[config.mk]
export PLATFORM = sky130hd
export DESIGN_NAME = deg_tick_timer
export DESIGN_NICKNAME = d
export VERILOG_FILES = /design/src/rtl/deg_pkg.sv /design/src/rtl/sync_edge_det.sv /design/src/rtl/deg_tick_timer.sv
export SDC_FILE = /design/constraint.sdc
export NUM_CORES = 1
export LEC_CHECK = 0
export CAP_MARGIN = 10
export CORE_MARGIN = 2
export CORE_UTILIZATION = 45
export DETAILED_ROUTE_END_ITERATION = 6
export PLACE_DENSITY = 0.77
export SYNTH_ARGS = -nofsm -noshare
export SYNTH_HDL_FRONTEND = slang
export SYNTH_SLANG_ARGS = --single-unit
[constraint.sdc]
create_clock -name clk -period 2.1 [get_ports clk]
set_input_delay 0.42 -clock clk [delete_from_list [all_inputs] [get_ports clk]]
set_output_delay 0.42 -clock clk [all_outputs]
set_load 0.05 [all_outputs]
[src/rtl/deg_pkg.sv]
// Shared types for the countdown timer: FSM states, BCD limits,
// the MM:SS digit bundle and the BCD borrow-chain decrement.
package deg_pkg;

  typedef enum logic [1:0] {
    IDLE    = 2'd0,
    RUN     = 2'd1,
    PAUSED  = 2'd2,
    EXPIRED = 2'd3
  } state_e;

  localparam logic [3:0] SEC_T_MAX = 4'd5;
  localparam logic [3:0] DIGIT_MAX = 4'd9;

  typedef struct packed {
    logic [3:0] min_t;
    logic [3:0] min_u;
    logic [3:0] sec_t;
    logic [3:0] sec_u;
  } time_t;

  // One-second BCD decrement. Caller guarantees t != 00:00,
  // so min_t never wraps.
  function automatic time_t bcd_dec(input time_t t);
    time_t r;
    r = t;
    if (t.sec_u != 4'd0) begin
      r.sec_u = t.sec_u - 4'd1;
    end else begin
      r.sec_u = DIGIT_MAX;
      if (t.sec_t != 4'd0) begin
        r.sec_t = t.sec_t - 4'd1;
      end else begin
        r.sec_t = SEC_T_MAX;
        if (t.min_u != 4'd0) begin
          r.min_u = t.min_u - 4'd1;
        end else begin
          r.min_u = DIGIT_MAX;
          r.min_t = t.min_t - 4'd1;
        end
      end
    end
    return r;
  endfunction

endpackage

[src/rtl/sync_edge_det.sv]
// Synchroniser for an asynchronous level plus a registered rising-edge pulse.
// Ports: clk, rst_n, din (async level), pulse (1-cycle, STAGES+1 edges after rise).
module sync_edge_det #(
  parameter int STAGES = 2
) (
  input  logic clk,
  input  logic rst_n,
  input  logic din,
  output logic pulse
);

  logic [STAGES-1:0] chain;
  logic              sync_out;
  logic              sync_prev;

  assign sync_out = chain[STAGES-1];

  // The pulse itself is registered so downstream logic sees a clean
  // flop output; this adds the one edge beyond the synchroniser depth.
  always_ff @(posedge clk or negedge rst_n) begin
    if (!rst_n) begin
      chain     <= '0;
      sync_prev <= 1'b0;
      pulse     <= 1'b0;
    end else begin
      chain     <= {chain[STAGES-2:0], din};
      sync_prev <= sync_out;
      pulse     <= sync_out & ~sync_prev;
    end
  end

endmodule

[src/rtl/deg_tick_timer.sv]
// MM:SS BCD countdown timer paced by rising edges of the divided d_clk.
// Ports: clk, rst_n, d_clk, load/ld_*, start, pause, clear -> digits, running, expired, done, load_err.
module deg_tick_timer
  import deg_pkg::*;
#(
  parameter int SYNC_STAGES = 2,
  parameter int MIN_T_MAX   = 9
) (
  input  logic       clk,
  input  logic       rst_n,
  input  logic       d_clk,
  input  logic       load,
  input  logic [3:0] ld_min_t,
  input  logic [3:0] ld_min_u,
  input  logic [3:0] ld_sec_t,
  input  logic [3:0] ld_sec_u,
  input  logic       start,
  input  logic       pause,
  input  logic       clear,
  output logic [3:0] min_t,
  output logic [3:0] min_u,
  output logic [3:0] sec_t,
  output logic [3:0] sec_u,
  output logic       running,
  output logic       expired,
  output logic       done,
  output logic       load_err
);

  localparam logic [3:0] MIN_T_LIM = 4'(MIN_T_MAX);

  logic   tick;
  state_e state_q, state_d;
  time_t  cur_q, cur_d;
  time_t  ld_v;
  logic   ld_ok;
  logic   is_zero;
  logic   done_d, err_d;

  sync_edge_det #(
    .STAGES(SYNC_STAGES)
  ) u_sync (
    .clk  (clk),
    .rst_n(rst_n),
    .din  (d_clk),
    .pulse(tick)
  );

  assign ld_v    = {ld_min_t, ld_min_u, ld_sec_t, ld_sec_u};
  assign ld_ok   = (ld_min_t <= MIN_T_LIM)
                && (ld_min_u <= DIGIT_MAX)
                && (ld_sec_t <= SEC_T_MAX)
                && (ld_sec_u <= DIGIT_MAX);
  assign is_zero = (cur_q == '0);

  always_ff @(posedge clk or negedge rst_n) begin
    if (!rst_n) begin
      state_q  <= IDLE;
      cur_q    <= '0;
      done     <= 1'b0;
      load_err <= 1'b0;
    end else begin
      state_q  <= state_d;
      cur_q    <= cur_d;
      done     <= done_d;
      load_err <= err_d;
    end
  end

  always_comb begin
    state_d = state_q;
    cur_d   = cur_q;
    done_d  = 1'b0;
    err_d   = 1'b0;
    if (clear) begin
      state_d = IDLE;
      cur_d   = '0;
    end else begin
      unique case (state_q)
        IDLE: begin
          if (load) begin
            if (ld_ok) cur_d = ld_v;
            else       err_d = 1'b1;
          end else if (start && !is_zero) begin
            state_d = RUN;
          end
        end
        RUN: begin
          // A tick coinciding with pause is still consumed.
          if (tick) begin
            if (is_zero) begin
              state_d = EXPIRED;
              done_d  = 1'b1;
            end else begin
              cur_d = bcd_dec(cur_q);
            end
          end
          if (pause && state_d == RUN) state_d = PAUSED;
        end
        PAUSED: begin
          if (start && !pause) state_d = RUN;
        end
        EXPIRED: begin
          state_d = EXPIRED;
        end
        default: state_d = IDLE;
      endcase
    end
  end

  assign min_t   = cur_q.min_t;
  assign min_u   = cur_q.min_u;
  assign sec_t   = cur_q.sec_t;
  assign sec_u   = cur_q.sec_u;
  assign running = (state_q == RUN);
  assign expired = (state_q == EXPIRED);

endmodule

# [Yosys cells after proc, flatten, opt, wreduce, memory -nomap -nowiden]
# Index checks and enable logic that the tools add are counted.
[totals] regBits=24 in_bits=23 output_inout_bits=20 word_cells=83
[op_classes] add_sub_neg=4 order_cmp=4 n_eq_ne=14 mux=30 bitwise_logic=2 reduce_logical=19
[ops] cell="two-way mux 16 bit" count=5
[ops] cell="one-hot mux 16 bit (2 select lines)" count=1
[ops] cell="inequality test 3 bit (second input constant)" count=9
[ops] cell="two-way mux 2 bit" count=9
[ops] cell="logical NOT 16 bit" count=1
[ops] cell="two-way mux 4 bit" count=4
[ops] cell="subtractor 4 x 1 -> 4 bit (second input constant)" count=4
[ops] cell="<= comparator 4 bit (second input constant)" count=3
[ops] cell="two-way mux 12 bit" count=1
[ops] cell="nonzero test 4 bit" count=3
[ops] cell="two-way mux 1 bit" count=8
[ops] cell="two-way mux 8 bit" count=1
[ops] cell="one-hot mux 2 bit (4 select lines)" count=1
[ops] cell="AND reduction 8 bit" count=1
[ops] cell="AND reduction 7 bit" count=1
[ops] cell="logical AND 1 bit" count=6
[ops] cell="AND reduction 6 bit" count=1
[ops] cell="AND reduction 5 bit" count=1
[ops] cell="equality test 2 x 1 -> 1 bit (second input constant)" count=2
[ops] cell="equality test 2 bit (second input constant)" count=2
[ops] cell="<= comparator 4 x 3 -> 1 bit (second input constant)" count=1
[ops] cell="inequality test 3 x 2 -> 1 bit (second input constant)" count=1
[ops] cell="AND reduction 3 bit" count=1
[ops] cell="nonzero test 3 bit" count=1
[ops] cell="other kinds (4)" count=5

# [Logic depth before layout (Yosys ltp)]
[logic_depth] word_depth=10 mapped_depth=7 depth_no_buf=7

# [By module]
# From an unflattened synthesis, not the netlist that was laid out.
[unflattened] hier_cells=168 hier_area_um2=1446.4
[by_module_without_submodules] module="deg_tick_timer" instances=1 cells_each=163 area_per_inst_um2=1332.5 seq_area_each_um2=500.5
[by_module_without_submodules] module="sync_edge_det" instances=1 cells_each=5 area_per_inst_um2=113.9 seq_area_each_um2=100.1

# [Least setup slack after synthesis]
# No wires, ideal clock.
[synth_timing] path_kind="reg-to-reg" from="register cur_q, in the netlist min_t[0]" to="register cur_q, in the netlist min_u[1]" t_arrival_ns=2.067 required_time_ns=1.975 path_slack_ns=-0.092 stages_incl_launch_ff=8 path_buffers=0 cell_sequence="dfrtp_1 inv_1 ha_1 nor3b_2 nand4_2 a221oi_4 nor2_4 mux2_4"
[synth_between] elab_chain_cells=3
[synth_lines] element="from (decl)" line_no="deg_tick_timer.sv:34" source="time_t cur_q, cur_d;"
[synth_lines] element="from (signal assigned)" line_no="deg_tick_timer.sv:64" source="cur_q <= cur_d;"
[synth_lines] element="logical NOT 16 bit" line_no="deg_tick_timer.sv:54" source="assign is_zero = (cur_q == '0);"
[synth_lines] element="inequality test 3 bit (no line)"
[synth_lines] element="AND reduction 7 bit (no line)"
# No other way between the ends.
# A chain may end at the register's enable or synchronous reset.

# [Worst setup path in the final report]
[layout_timing] from="register cur_q, in the netlist min_t[0]" to="register cur_q, in the netlist sec_u[2]"
[layout_between] elab_chain_cells=3
[layout_lines] element="logical NOT 16 bit" line_no="deg_tick_timer.sv:54"
[layout_lines] element="inequality test 3 bit (no line)"
[layout_lines] element="AND reduction 5 bit (no line)"
# No other way between the ends.

==> results.md <==
- Outcome: finished clean
- Core Util, Final: a little over two thirds
- Timing-limited maximum frequency: ~0.48 GHz
- Power Total: ~1500 uW
- CP Launch Type: register
- Final Instance Area: between 2000 and 2500 sq um
- Die area: ~3700 sq um
- Clock sink count: 24
- Synth area leader: dfrtp_1
- Initial DRC count: between 100 and 150
- Total gr overflow: 0
- Layout cells sized above 1: between 20% and 30%
- Routing usage on met3: roughly 2.3%
- Synth top area cells: dfrtp_1, nor2_1, a21oi_1
- Slowest library cell on the worst path: dfrtp_2
- Initial antenna violation count: 0
- TritonCTS Buffers: 3
- Maximum VDD drop: 384 uV
- Antenna cell count: 0
- Synthesis warning total: 0
- Met1 Use GR: 30.1%
- First-pass GRT wire length: 6340 um
- Final net count: 240
- Multi-input logic area: ~850 sq um
- Leakage: between 0.001 and 0.0015 uW
- Layout fillers: about 240
- CTS Buffer Depth: 2
- Seq/Total Area, Yosys: 40.9%
- Die Y: 61.2 um
- Via density: around 5.8
- Hold crit path type: reg -> reg
- Number of synthesized flops with an enable pin: 0
- Avg WL per Cell: between 15 and 20 um
- Yosys top cell area share: between 40% and 50%
- Post-route clock period utilization: 99.0%
- Commonest non-fill, non-tap cell in the layout: clkdlybuf4s50_1
- Finished Layout Cells: ~260
- Placed instance count: about 250
- Max Cap Viol: 0
- Synth unique cells: 45
- Core area: a little over 3000 sq um
- Total Wirelength: roughly 4100 um
- H-tree depth: 1
- DPL Wire Length: between 3000 and 4000 um
- CP Capture Type: register
- Via count: between 1,500 and 2,000
- Clk_skew: approximately 0.0037 ns
- Vias in the first global route: between 1,000 and 1,500
- WP data arrival: roughly 2.3 ns
- Final Wtd Congestion: a little over 0.9
- Critical path fanouts, max: 5
- # port buffers: between 40 and 50
- Skew-Pair Late Insertion Delay: 0.31 ns
- Reg area: between 600 and 700 sq um
- Final slew viol count: 0
- Pre-antenna DRT Iters: 4
- Critical Path, Cell by Cell: inv_1 -> ha_1 -> nor3b_4 -> nand4_2 -> a221oi_4 -> buf_6 -> o22ai_1 -> a22o_1
- Number of synthesized register bits: 24
- Largest net degree at the start of global routing: 25
- CP bufs+invs: 2
- Async set or reset register ratio after synthesis: 100%
- Cell Rows: 20
- Worst path max stage delay: roughly 0.45 ns
- Setup TNS Final: 0 ns
- Die width: around 61 um
- Root buf cell: clkbuf_4
- Synthesized area per cell: about 9.5 sq um
- Finish-stage setup viols: 0
- Initial Utilization: 47.8%
- CTS tree: built
- Worst-Margin Slew: 0.511 ns
- Placed Area: between 2000 and 2500 sq um
- Synthesized cell area: around 1500 sq um
- Slew HR: around 66%
- DRC Markers: 0
- Post-layout minimum cycle time: 2.08 ns
- GR Util met2: roughly two fifths
- Crit Path Class: reg -> reg
- Hold_buf cts: 0
- Most frequent cells in the layout: clkdlybuf4s50_1, buf_4, dfrtp_1
- Pwr Density: around 690 nW/um^2
- Synthesized net count: ~180
- GRT busiest layer: met2
- GRT Total Usage: 23.0%
- Family with the most delay on the worst path: compound AO/OA/AOI/OAI gates
- Most used DFF post-synth: dfrtp_1
- Instance count of the mapped netlist: around 160
- Clk slew on worst S/H paths: about 0.14 ns
- Worst endpoint required time: ~2.3 ns
- Antenna Violating Nets Remaining: 0
- IO Pins: 43
- Syn-to-layout area delta: 47.7%
- Final Hold Viols: 0
## routing by layer
layer | wire [um] | vias to the layer above
met5 | 0 | -
met4 | 52 | 0
met3 | 275 | 6
met2 | 2030 | 65
met1 | 1710 | 724
li1 | - | 708
## cell usage after synthesis, drive strengths merged (3+ instances only)
cell type / number
dfrtp: 24
nor2: 20
o21ai: 16
a21oi: 13
nand2: 7
inv: 5
nor3: 5
o22ai: 5
and3: 4
clkbuf: 4
nor3b: 4
nor4: 4
o2bb2ai: 4
o31ai: 4
a311oi: 3
mux2: 3
## worst reg2reg max path, stage by stage (launching register included)
cell	delay, ns
dfrtp_2	0.45
inv_1	0.08
ha_1	0.19
nor3b_4	0.24
nand4_2	0.16
a221oi_4	0.40
buf_6	0.17
o22ai_1	0.10
a22o_1	0.20
## area by class of cell
cell class                      instances  share of cell area [%]
Clock buffer                            3                    1.04
Inverter                                6                    1.04
Multi-Input combinational cell        120                    39.4
Sequential cell                        24                    27.8
Tap cell                               44                    2.54
Timing Repair Buffer                   61                    26.9
Clock inverter                          1                    1.38
## metrics by stage
stage               hold WS, ns  worst slack [ns]
CTS                       0.378           0.00133
global placement          0.339           -0.0171
floorplan                 0.124           0.00620
finish                    0.374            0.0202
global route              0.388           -0.0544
detailed placement        0.345           -0.0933
## sequential cells by signal, summed over array words and instances (netlist names), 2 cells and up
| name | count |
|---|---|
| min_t | 4 |
| min_u | 4 |
| sec_t | 4 |
| sec_u | 4 |
| state_q | 2 |
| u_sync.chain | 2 |
## final timing paths
kind / slack, ns / cells after the start / endpoint / start
max reg2reg: 0.02 / 8 / sec_u[2] / min_t[0]
max in group asynchronous: 1.39 / 2 / min_t[1] / rst_n
min reg2reg: 0.37 / 0 / u_sync.chain[1] / u_sync.chain[0]
min in group asynchronous: 0.45 / 2 / u_sync.pulse / rst_n
min: 0.37 / 0 / u_sync.chain[1] / u_sync.chain[0]
max: 0.02 / 8 / sec_u[2] / min_t[0]
## where the power goes
part | internal [uW] | leakage, uW | switching (uW)
clock network | 193 | 0.0000279 | 147
registers | 504 | 0.000311 | 71.2
logic | 250 | 0.000702 | 336
## timing repair
action / in CTS / in global routing
setup endpoints to repair: 2 / 15
pin swaps: 0 / 1
gates resized for setup: 2 / 11
buffers inserted: 0 / 1
## logic make-up (layout without fill, tap and decap cells)
logic type                 after synthesis  count (layout)  synth area share [%]
AOI/OAI and AO/OA                       57              57                  26.0
adders and majority gates                1               1                 0.851
buffers and inverters                   11              71                  3.06
DFF                                     24              24                  40.9
muxes                                    5               5                  4.43
and+or+nand+nor                         57              57                  24.8
No activity file was read; power rests on OpenSTA's default activity.
